## src/rtl/instr_sequencer_if.sv

```systemverilog
// Issue-side handshake bundle between the instruction sequencer (master) and
// the consuming core or bench (slave).
interface instr_sequencer_if #(
   parameter int XLEN = 32
);
   logic            instr_valid;
   logic            instr_ready;
   logic [XLEN-1:0] instruction;
   logic [XLEN-1:0] issue_pc;

   modport master (output instr_valid, output instruction, output issue_pc, input instr_ready);
   modport slave  (input instr_valid, input instruction, input issue_pc, output instr_ready);
endinterface

```

## src/rtl/instr_sequencer.sv

```systemverilog
// Program-buffer instruction sequencer: one instruction + byte PC per valid/ready handshake.
// Define NOP_FILL_EN to drive addi x0,x0,0 on instruction whenever instr_valid is low.
module instr_sequencer #(
   parameter int              XLEN    = 32,
   parameter int              DEPTH   = 16,
   localparam int             AW      = $clog2(DEPTH),
   parameter logic [XLEN-1:0] PC_BASE = '0,
   parameter int              CNT_W   = 16
) (
   input  logic             clk,
   input  logic             nrst,
   input  logic             load_en,
   input  logic [AW-1:0]    load_addr,
   input  logic [XLEN-1:0]  load_data,
   input  logic             start,
   input  logic             stop,
   input  logic             loop_mode,
   input  logic [AW:0]      prog_len,
   instr_sequencer_if.master bus,
   output logic             busy,
   output logic             done,
   output logic [CNT_W-1:0] issue_count
);

`ifdef NOP_FILL_EN
   localparam logic [XLEN-1:0] FILL = XLEN'(32'h0000_0013);
`else
   localparam logic [XLEN-1:0] FILL = '0;
`endif
   localparam logic [AW:0] LEN_MAX = (AW+1)'(DEPTH);
   localparam logic [AW:0] LEN_ONE = (AW+1)'(1);

   typedef enum logic [1:0] {IDLE, RUN, DONE} state_t;

   logic [XLEN-1:0]  mem [DEPTH];
   state_t           state, state_n;
   logic [AW-1:0]    idx, idx_n;
   logic [AW:0]      len, len_n;
   logic             loop_q, loop_n;
   logic [CNT_W-1:0] cnt_n;
   logic             valid_q, valid_n;
   logic [XLEN-1:0]  instr_q, instr_n;
   logic [XLEN-1:0]  pc_q, pc_n;
   logic             done_n, busy_n;
   logic             hs, load_ok;
   logic [XLEN-1:0]  rd_word;

   assign hs      = valid_q & bus.instr_ready;
   assign load_ok = load_en & (state != RUN);

   always_ff @(posedge clk) begin
      if (load_ok) mem[load_addr] <= load_data;
   end

   always_ff @(posedge clk) begin
      if (!nrst) begin
         state       <= IDLE;
         idx         <= '0;
         len         <= '0;
         loop_q      <= 1'b0;
         issue_count <= '0;
         valid_q     <= 1'b0;
         instr_q     <= FILL;
         pc_q        <= PC_BASE;
         busy        <= 1'b0;
         done        <= 1'b0;
      end else begin
         state       <= state_n;
         idx         <= idx_n;
         len         <= len_n;
         loop_q      <= loop_n;
         issue_count <= cnt_n;
         valid_q     <= valid_n;
         instr_q     <= instr_n;
         pc_q        <= pc_n;
         busy        <= busy_n;
         done        <= done_n;
      end
   end

   always_comb begin
      state_n = state;
      idx_n   = idx;
      len_n   = len;
      loop_n  = loop_q;
      cnt_n   = issue_count;
      case (state)
         IDLE, DONE: begin
            if (stop) begin
               state_n = IDLE;
            end else if (start) begin
               idx_n   = '0;
               cnt_n   = '0;
               loop_n  = loop_mode;
               len_n   = (prog_len > LEN_MAX) ? LEN_MAX : prog_len;
               state_n = (prog_len == '0) ? DONE : RUN;
            end
         end
         RUN: begin
            if (hs) cnt_n = (&issue_count) ? issue_count : issue_count + CNT_W'(1);
            if (stop) begin
               state_n = IDLE;
            end else if (hs) begin
               if ({1'b0, idx} == len - LEN_ONE) begin
                  idx_n = '0;
                  if (!loop_q) state_n = DONE;
               end else begin
                  idx_n = idx + AW'(1);
               end
            end
         end
         default: state_n = IDLE;
      endcase

      // A same-cycle load to the entry about to be read must be seen by the first issue.
      rd_word = (load_ok && load_addr == idx_n) ? load_data : mem[idx_n];
      valid_n = (state_n == RUN);
      busy_n  = (state_n == RUN);
      done_n  = (state_n == DONE);
      instr_n = valid_n ? rd_word : FILL;
      pc_n    = valid_n ? PC_BASE + XLEN'({idx_n, 2'b00}) : pc_q;
   end

   assign bus.instr_valid = valid_q;
   assign bus.instruction = instr_q;
   assign bus.issue_pc    = pc_q;

endmodule

```

## src/flat_wrapper.sv

```systemverilog
// flat-port wrapper written by rule: the top's interface ports become plain ports
module instr_sequencer_flat 
#(
   parameter int              XLEN    = 32,
   parameter int              DEPTH   = 16,
   localparam int             AW      = $clog2(DEPTH),
   parameter logic [XLEN-1:0] PC_BASE = '0,
   parameter int              CNT_W   = 16
)
  (clk, nrst, load_en, load_addr, load_data, start, stop, loop_mode, prog_len, busy, done, issue_count, bus_instr_valid, bus_instruction, bus_issue_pc, bus_instr_ready);
  instr_sequencer_if #(.XLEN(XLEN)) bus_i ();
  input  logic clk;
  input  logic nrst;
  input  logic load_en;
  input  logic [AW-1:0] load_addr;
  input  logic [XLEN-1:0] load_data;
  input  logic start;
  input  logic stop;
  input  logic loop_mode;
  input  logic [AW:0] prog_len;
  output logic busy;
  output logic done;
  output logic [CNT_W-1:0] issue_count;
  output wire logic [$bits(bus_i.instr_valid)-1:0] bus_instr_valid;
  output wire logic [$bits(bus_i.instruction)-1:0] bus_instruction;
  output wire logic [$bits(bus_i.issue_pc)-1:0] bus_issue_pc;
  input wire logic [$bits(bus_i.instr_ready)-1:0] bus_instr_ready;
  assign bus_instr_valid = bus_i.instr_valid;
  assign bus_instruction = bus_i.instruction;
  assign bus_issue_pc = bus_i.issue_pc;
  assign bus_i.instr_ready = bus_instr_ready;
  instr_sequencer #(.XLEN(XLEN), .DEPTH(DEPTH), .PC_BASE(PC_BASE), .CNT_W(CNT_W)) u_core (.clk(clk), .nrst(nrst), .load_en(load_en), .load_addr(load_addr), .load_data(load_data), .start(start), .stop(stop), .loop_mode(loop_mode), .prog_len(prog_len), .bus(bus_i), .busy(busy), .done(done), .issue_count(issue_count));
endmodule
```

## config.mk

```make
export PLATFORM = sky130hd
export DESIGN_NAME = instr_sequencer_flat
export DESIGN_NICKNAME = d
export VERILOG_FILES = /design/src/rtl/instr_sequencer_if.sv /design/src/rtl/instr_sequencer.sv /design/src/flat_wrapper.sv
export SDC_FILE = /design/constraint.sdc
export NUM_CORES = 1
export LEC_CHECK = 0
export BUFFER_PORTS_ARGS = -buffer_cell sky130_fd_sc_hd__buf_2
export CORE_UTILIZATION = 40
export DETAILED_ROUTE_END_ITERATION = 10
export RECOVER_POWER = 25
export SETUP_SLACK_MARGIN = 0.02
export SYNTH_ARGS = -nofsm -noshare
export SYNTH_HDL_FRONTEND = slang
export SYNTH_SLANG_ARGS = --single-unit
```

## constraint.sdc

```tcl
create_clock -name clk -period 4.5 [get_ports clk]
set_input_delay 0.225 -clock clk [delete_from_list [all_inputs] [get_ports clk]]
set_output_delay 0.225 -clock clk [all_outputs]
set_load 0.01 [all_outputs]
```

**Word level (Yosys, flattened, before mapping)**

Memory sizes are Yosys's and may differ from the RTL's. A register that Yosys moved wholly into a read port is not among the register bits.
Cells that the tools add are included.

- Add/sub/neg operators: 3
- Reduce and logical (&&, ||, !) cells: 9
- Mux-type cells: 22
- $lt $le $gt $ge: 1
- Bitwise logic cells: 3
- Eq/ne operators: 10

Operators by type and width:

| kind | count |
|---|---|
| $mux 16 | 4 |
| $pmux 16 s2 | 1 |
| $mux 4 | 5 |
| $add 16x1->16 const B | 1 |
| $reduce_and 16->1 | 1 |
| $mux 2 | 7 |
| $pmux 4 s2 | 1 |
| $ne 2x2->1 const B | 3 |
| $eq 4x5->1 | 1 |
| $gt 5x5->1 const B | 1 |
| $logic_not 5->1 | 1 |
| $mux 5 | 1 |
| $reduce_and 5->1 | 1 |
| $sub 5x1->5 const B | 1 |
| $add 4x1->4 const B | 1 |
| $eq 2x1->1 const B | 2 |
| $eq 2x2->1 const B | 2 |
| $ne 2x1->1 const B | 2 |
| $pmux 2 s2 | 1 |
| $reduce_and 3->1 | 1 |
| $and 1x1->1 | 2 |
| $logic_not 2->1 | 1 |
| $mux 1 | 2 |
| $reduce_and 2->1 | 1 |
| other kinds (4) | 4 |

- Logic and storage cells: 57
- Register bits: 34
- Output and inout bits: 83
- RAM bits: 512
- Memories: 1
- Input port bits: 48

Memories:

| name | words | width | read ports | clocked after Yosys merged registers in | wr ports | RTL line | text |
|---|---|---|---|---|---|---|---|
| u_core.mem | 16 | 32 | 1 | 1 | 1 | instr_sequencer.sv:35 | `logic [XLEN-1:0] mem [DEPTH];` |

**Longest topological paths before layout**

Gate-level depths: netlist of run 1.

- Depth after elaboration: 9
- Gate-level depth with buffers: 13
- Mapped depth without buffers: 10

**Least setup slack after synthesis of run 1**

OpenSTA, ideal clock, no wires.

- Path type: reg2reg
- Start: reg u_core.state[1]
- End: mem u_core.mem[0][0] (enable)
- Path slack: 894 ps
- Setup time: 461 ps
- Required time: 4039 ps
- Data arrival time: 3145 ps
- Stages on the path, launching flop included: 5
- Path buffers: 0
- Clock period less this slack: 3606 ps
- Path through: dfxtp_1 -> nand2b_1 -> nand2_1 -> or3_1 -> nor3_1

- Word-level cells in the longest chain between the ends: 4

RTL lines:

| item | RTL line | text |
|---|---|---|
| start, declared | instr_sequencer.sv:36 | `state_t state, state_n;` |
| start signal, assigned | instr_sequencer.sv:68 | `state <= state_n;` |
| $ne 2x1->1 | instr_sequencer.sv:49 | `assign load_ok = load_en & (state != RUN);` |
| $and 1x1->1 | instr_sequencer.sv:49 |  |
| $mux 1 | instr_sequencer.sv:52 | `if (load_ok) mem[load_addr] <= load_data;` |
| $mux 1 (not written as such) | instr_sequencer.sv:52 |  |
| end, declared | instr_sequencer.sv:35 |  |

No other way between the ends.

**Final worst setup path of run 1**

- Start: reg u_core.idx[0]
- End: reg u_core.instr_q[31], in the netlist u_core.bus.instruction[31] (read register of u_core.mem)

- Word-level cells in the longest chain between the ends: 8
- Elaborated cells between the ends (all ways): 15
- Classes of those cells: add/sub: 1; eq/ne: 2; mux: 10; reduce/logical: 2

RTL lines:

| item | RTL line | text |
|---|---|---|
| start, declared | instr_sequencer.sv:37 | `logic [AW-1:0] idx, idx_n;` |
| start signal, assigned | instr_sequencer.sv:69 | `idx <= idx_n;` |
| $eq 4x5->1 | instr_sequencer.sv:104 | `if ({1'b0, idx} == len - LEN_ONE) begin` |
| $mux 2 | instr_sequencer.sv:104 |  |
| $mux 2 | instr_sequencer.sv:103 | `end else if (hs) begin` |
| $mux 2 | instr_sequencer.sv:101 | `if (stop) begin` |
| $pmux 2 s2 | instr_sequencer.sv:87 | `case (state)` |
| $eq 2x1->1 | instr_sequencer.sv:117 | `valid_n = (state_n == RUN);` |
| $reduce_and 2->1 (no source line) | n/a |  |
| $logic_not 1->1 (no source line) | n/a |  |
| end, declared | instr_sequencer.sv:42 | `logic [XLEN-1:0] instr_q, instr_n;` |

Several ways; a longest one is shown, not always the timed one.
A chain may end at the register's enable or synchronous reset.

==> run summary, run 1 <==
Routability Congestion - 0.8076
Synth top area cells - edfxtp_1 66%, mux2i_1 11%, dfxtp_1 5.7%
ANT nets after route - 0
Core box area - 56820 um2
Clk pin slew, worst setup/hold paths - 60 ps
Nets - 1731
CP Capture Type - flop
Syn. warnings - 0
Async S/R FF share, synth - 0
Post-synth top area share - 0.6632
Wirelength per Cell - 21.87 um
Min Hold Slack - 129.2 ps
Final setup fails - 0
Initial antenna violation count - 3
# rows - 87
Max-Cap Viols - 0
VDD IR max - 0.3073 mV
Unique masters post-synth - 59
Via count - 13330
Synth Instances - 1530
Hold Crit Class - in2reg
CTS buffer count - 59
Remaining Overflow, GRT - 0
Vias per Instance - 5.357
Status - complete, no violations
Clk_skew - 18.00 ps
Final WS setup - 676.9 ps
Die width - 242.7 um
Post-synth top flop - edfxtp_1
Syn Area/Cell - 15.15 um2
Req. time, crit path - 4980 ps
IO Pins - 131
Vias in the first global route - 12910
CP top delay family - compound AO/OA/AOI/OAI gates
Pins Over Slew Limit - 0
Largest net degree at the start of global routing - 86
CP arrival - 4300 ps
CP max stage cell - dfxtp_1
Highest clock rate - 261.6 MHz
Post-place setup slack - 744.8 ps
Fin. Hold Viols - 0
H-tree levels - 2
Setup repair bufs after CTS - 0
Clk root buf - clkbuf_16
Post-route clock period utilization - 0.8496
RSZ-0062 raised after global routing - no
TritonCTS clock tree - yes
Dpl hpwl - 29070 um
PD cells - 416.5 nW/um2
Clk buf depth - 3
Setup CP Type - reg2reg
Setup crit start kind - flop
Leakage - 9.500 nW
Total Routing Usage GR - 0.1826
Sequential area share after synthesis - 0.7202
Worst-path fanout max - 26
First drt pass iteration count - 5
Die area - 58920 um2
Yosys reg bits - 578
EDFF count, synth - 512
Initial Util - 0.4080
# fillers - 4913
IO buf count - 102
Clk Latency, worst-skew pair - 620 ps
Layout cells sized above 1 - 0.1519
Max incr delay on CP - 620 ps
Routed WL - 54440 um
Post-cts resize count - 0
DR iter-0 viols - 1193
Cell Chain, Critical Path - ha_1 > inv_1 > or4_1 > a21oi_1 > a21boi_1 > xor2_1 > a211o_2 > buf_4 > o221a_2 > a31oi_1
Minimum clock period - 3823 ps
Mapped Area - 23180 um2
Area grow syn2layout - 16.44%
Bufs and invs on worst path - 2
# DRC - 0
First-pass GRT wire length - 81540 um
Rel. slew slack - 0.2576
Biggest area consumer among synthesized cells - edfxtp_1
Least-Margin Pin Slew - 1111 ps
Die Ht - 242.7 um
Clock sink total - 578
# hold bufs at CTS - 46
Setup_tns - 0 ps
[cells by family after synthesis]
family,after synthesis,share of synthesized area
flops,578,0.7202
compound gates,281,0.08085
other cells,1,0.0001618
xor+xnor,23,0.008689
buf+inv,130,0.03049
fa+ha+maj,3,0.001619
mux,252,0.1088
simple gates,262,0.04917
[tightest hold or removal path, stage by stage]
cell,delay (ps)
buf_2,110
nand2_1,90
nor4_1,60
nor2_1,140
nor3b_1,70
[registers in the layout, summed over array words and instances (netlist names)]
| register | cells |
|---|---|
| u_core.loop_q | 1 |
| u_core.bus.instruction | 32 |
| u_core.bus.issue_pc | 4 |
| u_core.state | 2 |
| u_core.len | 5 |
| u_core.idx | 4 |
| u_core.busy | 1 |
| u_core.done | 1 |
| u_core.mem | 512 |
| u_core.issue_count | 16 |
[cell type report]
type / count / area, um2 / share of cell area
multi-input cells: 849 / 6048 / 0.2241
repair buffers: 182 / 1264 / 0.04682
inverters: 10 / 37.54 / 0.001391
diodes: 2 / 5.005 / 0.0001854
well taps: 756 / 945.9 / 0.03504
clock buffers: 66 / 1524 / 0.05646
clock inverters: 46 / 473.0 / 0.01752
flip-flops and latches: 578 / 16700 / 0.6185
[final timing paths]
| path | from | to | slack, ps | cells after the start |
|---|---|---|---|---|
| max | u_core.idx[0] | u_core.bus.instruction[31] | 680 | 10 |
| min | bus_instr_ready | u_core.state[1] | 130 | 5 |
| max reg2reg | u_core.idx[0] | u_core.bus.instruction[31] | 680 | 10 |
| min reg2reg | u_core.bus.issue_pc[2] | u_core.bus.issue_pc[2] | 500 | 1 |
[layout by cell type (no fill, tap or decap), drive strengths merged, types with 8 or more instances in the layout]
cell type,Yosys,final
edfxtp,512,512
mux2i,252,252
nand2,156,156
buf,76,116
clkbuf,44,86
a21oi,71,71
o21ai,68,68
dfxtp,66,66
dlygate4sd3,0,46
nor2,43,43
a31oi,32,32
o221a,32,32
a22oi,31,31
conb,1,28
clkinv,0,28
nor3,13,13
xnor2,12,12
inv,10,12
xor2,11,11
bufinv,0,9
a21boi,9,9
a211oi,8,8
[metal layers]
layer | global-route usage | vias up | wire length, um
li1 | - | 6115 | -
met1 | 0.2596 | 6728 | 24540
met2 | 0.2887 | 390 | 25580
met3 | 0.02676 | 97 | 2950
met4 | 0.05734 | 4 | 1343
met5 | 0 | - | 23
[stage by stage]
stage | instance area [um2] | utilization | instances | power [mW]
after floorplan | 23280 | - | 1557 | 6.190
after CTS | 27010 | 0.4754 | 2487 | 11.33
final | 26990 | 0.4751 | 2489 | 11.24
after detailed placement | 24560 | 0.4322 | 2329 | 6.336
after global placement | 24560 | 0.4322 | 2329 | 6.325
after global routing | 26990 | 0.4750 | 2487 | 11.56
[report_power, final]
part,switching (mW),leakage [nW],total [mW],internal (mW)
registers,0.0207,5.16,5.92,5.90
logic,0.226,3.38,0.326,0.100
clock network,2.04,0.964,4.99,2.95
total,2.29,9.50,11.2,8.95
[Yosys cell counts (all sizes together) (6+ instances only)]
master,n
a31oi,32
nor3,13
nor3b,6
nor2,43
xor2,11
buf,76
a21oi,71
mux2i,252
clkbuf,44
o221a,32
o21ai,68
edfxtp,512
a22oi,31
inv,10
dfxtp,66
nand3,6
xnor2,12
a211oi,8
a21boi,9
nand2,156
No activity file was read; power rests on OpenSTA's default activity.
==> run 2, diff against run 1 <==
==> constraint.sdc (replaced) <==
create_clock -name clk -period 3.1 [get_ports clk]
set_input_delay 0.155 -clock clk [delete_from_list [all_inputs] [get_ports clk]]
set_output_delay 0.155 -clock clk [all_outputs]
set_load 0.01 [all_outputs]
==> run summary, run 2 (same netlist as run 1, synthesis figures left out) <==
Most frequent cells in the layout - 512 x edfxtp_1, 245 x mux2i_1, 154 x nand2_1
Commonest non-fill, non-tap cell in the layout - edfxtp_1
Minimum clock period - 3131 ps
Leakage - 10.34 nW
# rows - 87
Least-Margin Pin Slew - 803.2 ps
Seq. cell area - 16700 um2
Cell Chain, Critical Path - inv_2 > ha_4 > o21ba_1 > a221o_1 > a2111o_1 > buf_6 > buf_4 > o211ai_1 > and2_4 > nor3_4 > clkbuf_16 > buf_12 > a22oi_1 > a31oi_1
Pins Over Slew Limit - 0
First drt pass iteration count - 5
Fin. Hold Viols - 0
Rel. slew slack - 0.4645
Worst-path fanout max - 7
Final WS setup - -31.31 ps
CP max stage cell - a2111o_1
Core box area - 56820 um2
Clk pin slew, worst setup/hold paths - 60 ps
Final Util - 0.5063
Min Hold Slack - 59.38 ps
Max incr delay on CP - 470 ps
Via count - 14030
Routed WL - 59780 um
Die width - 242.7 um
Bufs and invs on worst path - 5
Initial antenna violation count - 1
Die Ht - 242.7 um
Largest net degree at the start of global routing - 46
Remaining Overflow, GRT - 0
Highest clock rate - 319.4 MHz
Max-Cap Viols - 0
Largest register by flop count - u_core.mem
Total Routing Usage GR - 0.1950
Wirelength per Cell - 23.00 um
Setup_tns - -160.2 ps
Clk_skew - 20.76 ps
RSZ-0062 raised after global routing - yes
TritonCTS clock tree - yes
Die area - 58920 um2
Vias in the first global route - 13940
Hold Crit Class - in2reg
Area of the multi-input gates - 6207 um2
Initial Util - 0.4080
# DRC - 0
Failing checks - negative setup slack
IO Pins - 131
Vias per Instance - 5.397
VDD IR max - 0.4596 mV
Req. time, crit path - 3580 ps
Post-place setup slack - -269.0 ps
CP Capture Type - flop
Total Power - 16.16 mW
Layout cells sized above 1 - 0.2150
Nets - 1844
PD cells - 561.7 nW/um2
CP arrival - 3610 ps
Post-route clock period utilization - 1.010
H-tree levels - 2
Clock sink total - 578
CTS buffer count - 58
Setup CP Type - reg2reg
DR iter-0 viols - 1218
Area grow syn2layout - 24.10%
Clk buf depth - 3
ANT nets after route - 0
CP top delay family - compound AO/OA/AOI/OAI gates
# fillers - 4750
Clk Latency, worst-skew pair - 620 ps
Max reg flops - 512
Setup crit start kind - flop
Clk root buf - clkbuf_16
Routability Congestion - 0.7915
Final setup fails - 9
Status - complete, but fails checks
First-pass GRT wire length - 87100 um
IO buf count - 102
Dpl hpwl - 31480 um
## run 2: cell count changes in the layout (fill, tap and decap cells not counted), moves of 6 or more
cell       change
buf_12        +39
buf_16         +6
buf_4         +48
clkbuf_1      +11
clkbuf_16      +7
clkinv_1       -9
mux2i_1        -7
mux2i_2        +6
o21ai_0        -6
o21ai_1        +6
## run 2: final timing paths
kind | cells after the start | from | endpoint | slack, ps
setup / recovery | 14 | u_core.len[1] | u_core.bus.instruction[25] | -30
setup reg to reg | 14 | u_core.len[1] | u_core.bus.instruction[25] | -30
hold reg to reg | 1 | u_core.bus.issue_pc[2] | u_core.bus.issue_pc[2] | 500
hold / removal | 5 | bus_instr_ready | u_core.state[1] | 60
## run 2: cell type report
type,instances,share of cell area
antenna,1,0.00008698
clock buffer,79,0.05497
clock inverter,30,0.01126
inverter,10,0.001305
multi-input combinational,849,0.2158
sequential,578,0.5804
tap,756,0.03288
timing repair buffer,296,0.1033
## run 2: per-stage QoR
step           cells  instance area (um2)
6_report        2599                28770
5_1_grt         2598                28770
4_1_cts         2575                28350
3_5_place_dp    2403                25620
3_3_place_gp    2403                25620
2_1_floorplan   1557                23300
## run 2: tightest hold or removal path, delay by kind of cell
kind          cells  cell delay, ps
simple gates      4             360
buf+inv           1             120
## run 2: metal layers
layer,wire (um),vias to the layer above,GRT usage
met4,1369,2,0.05494
met3,3543,102,0.02820
met1,26440,7106,0.2695
li1,-,6347,-
met2,28420,469,0.3203
met5,12,-,0
## run 2: power breakdown
group | switching, mW | internal, mW
clock network | 2.94 | 4.08
registers | 0.0294 | 8.57
logic | 0.353 | 0.188
## run 2: repair_timing
action | CTS | global route
hold buffers | 48 | 0
pin swaps | 13 | 43
gates resized for setup | 20 | 43
setup endpoints to repair | 32 | 32
setup buffers | 9 | 16
endpoints found under the hold margin | 550 | 0
gates cloned | 6 | 9
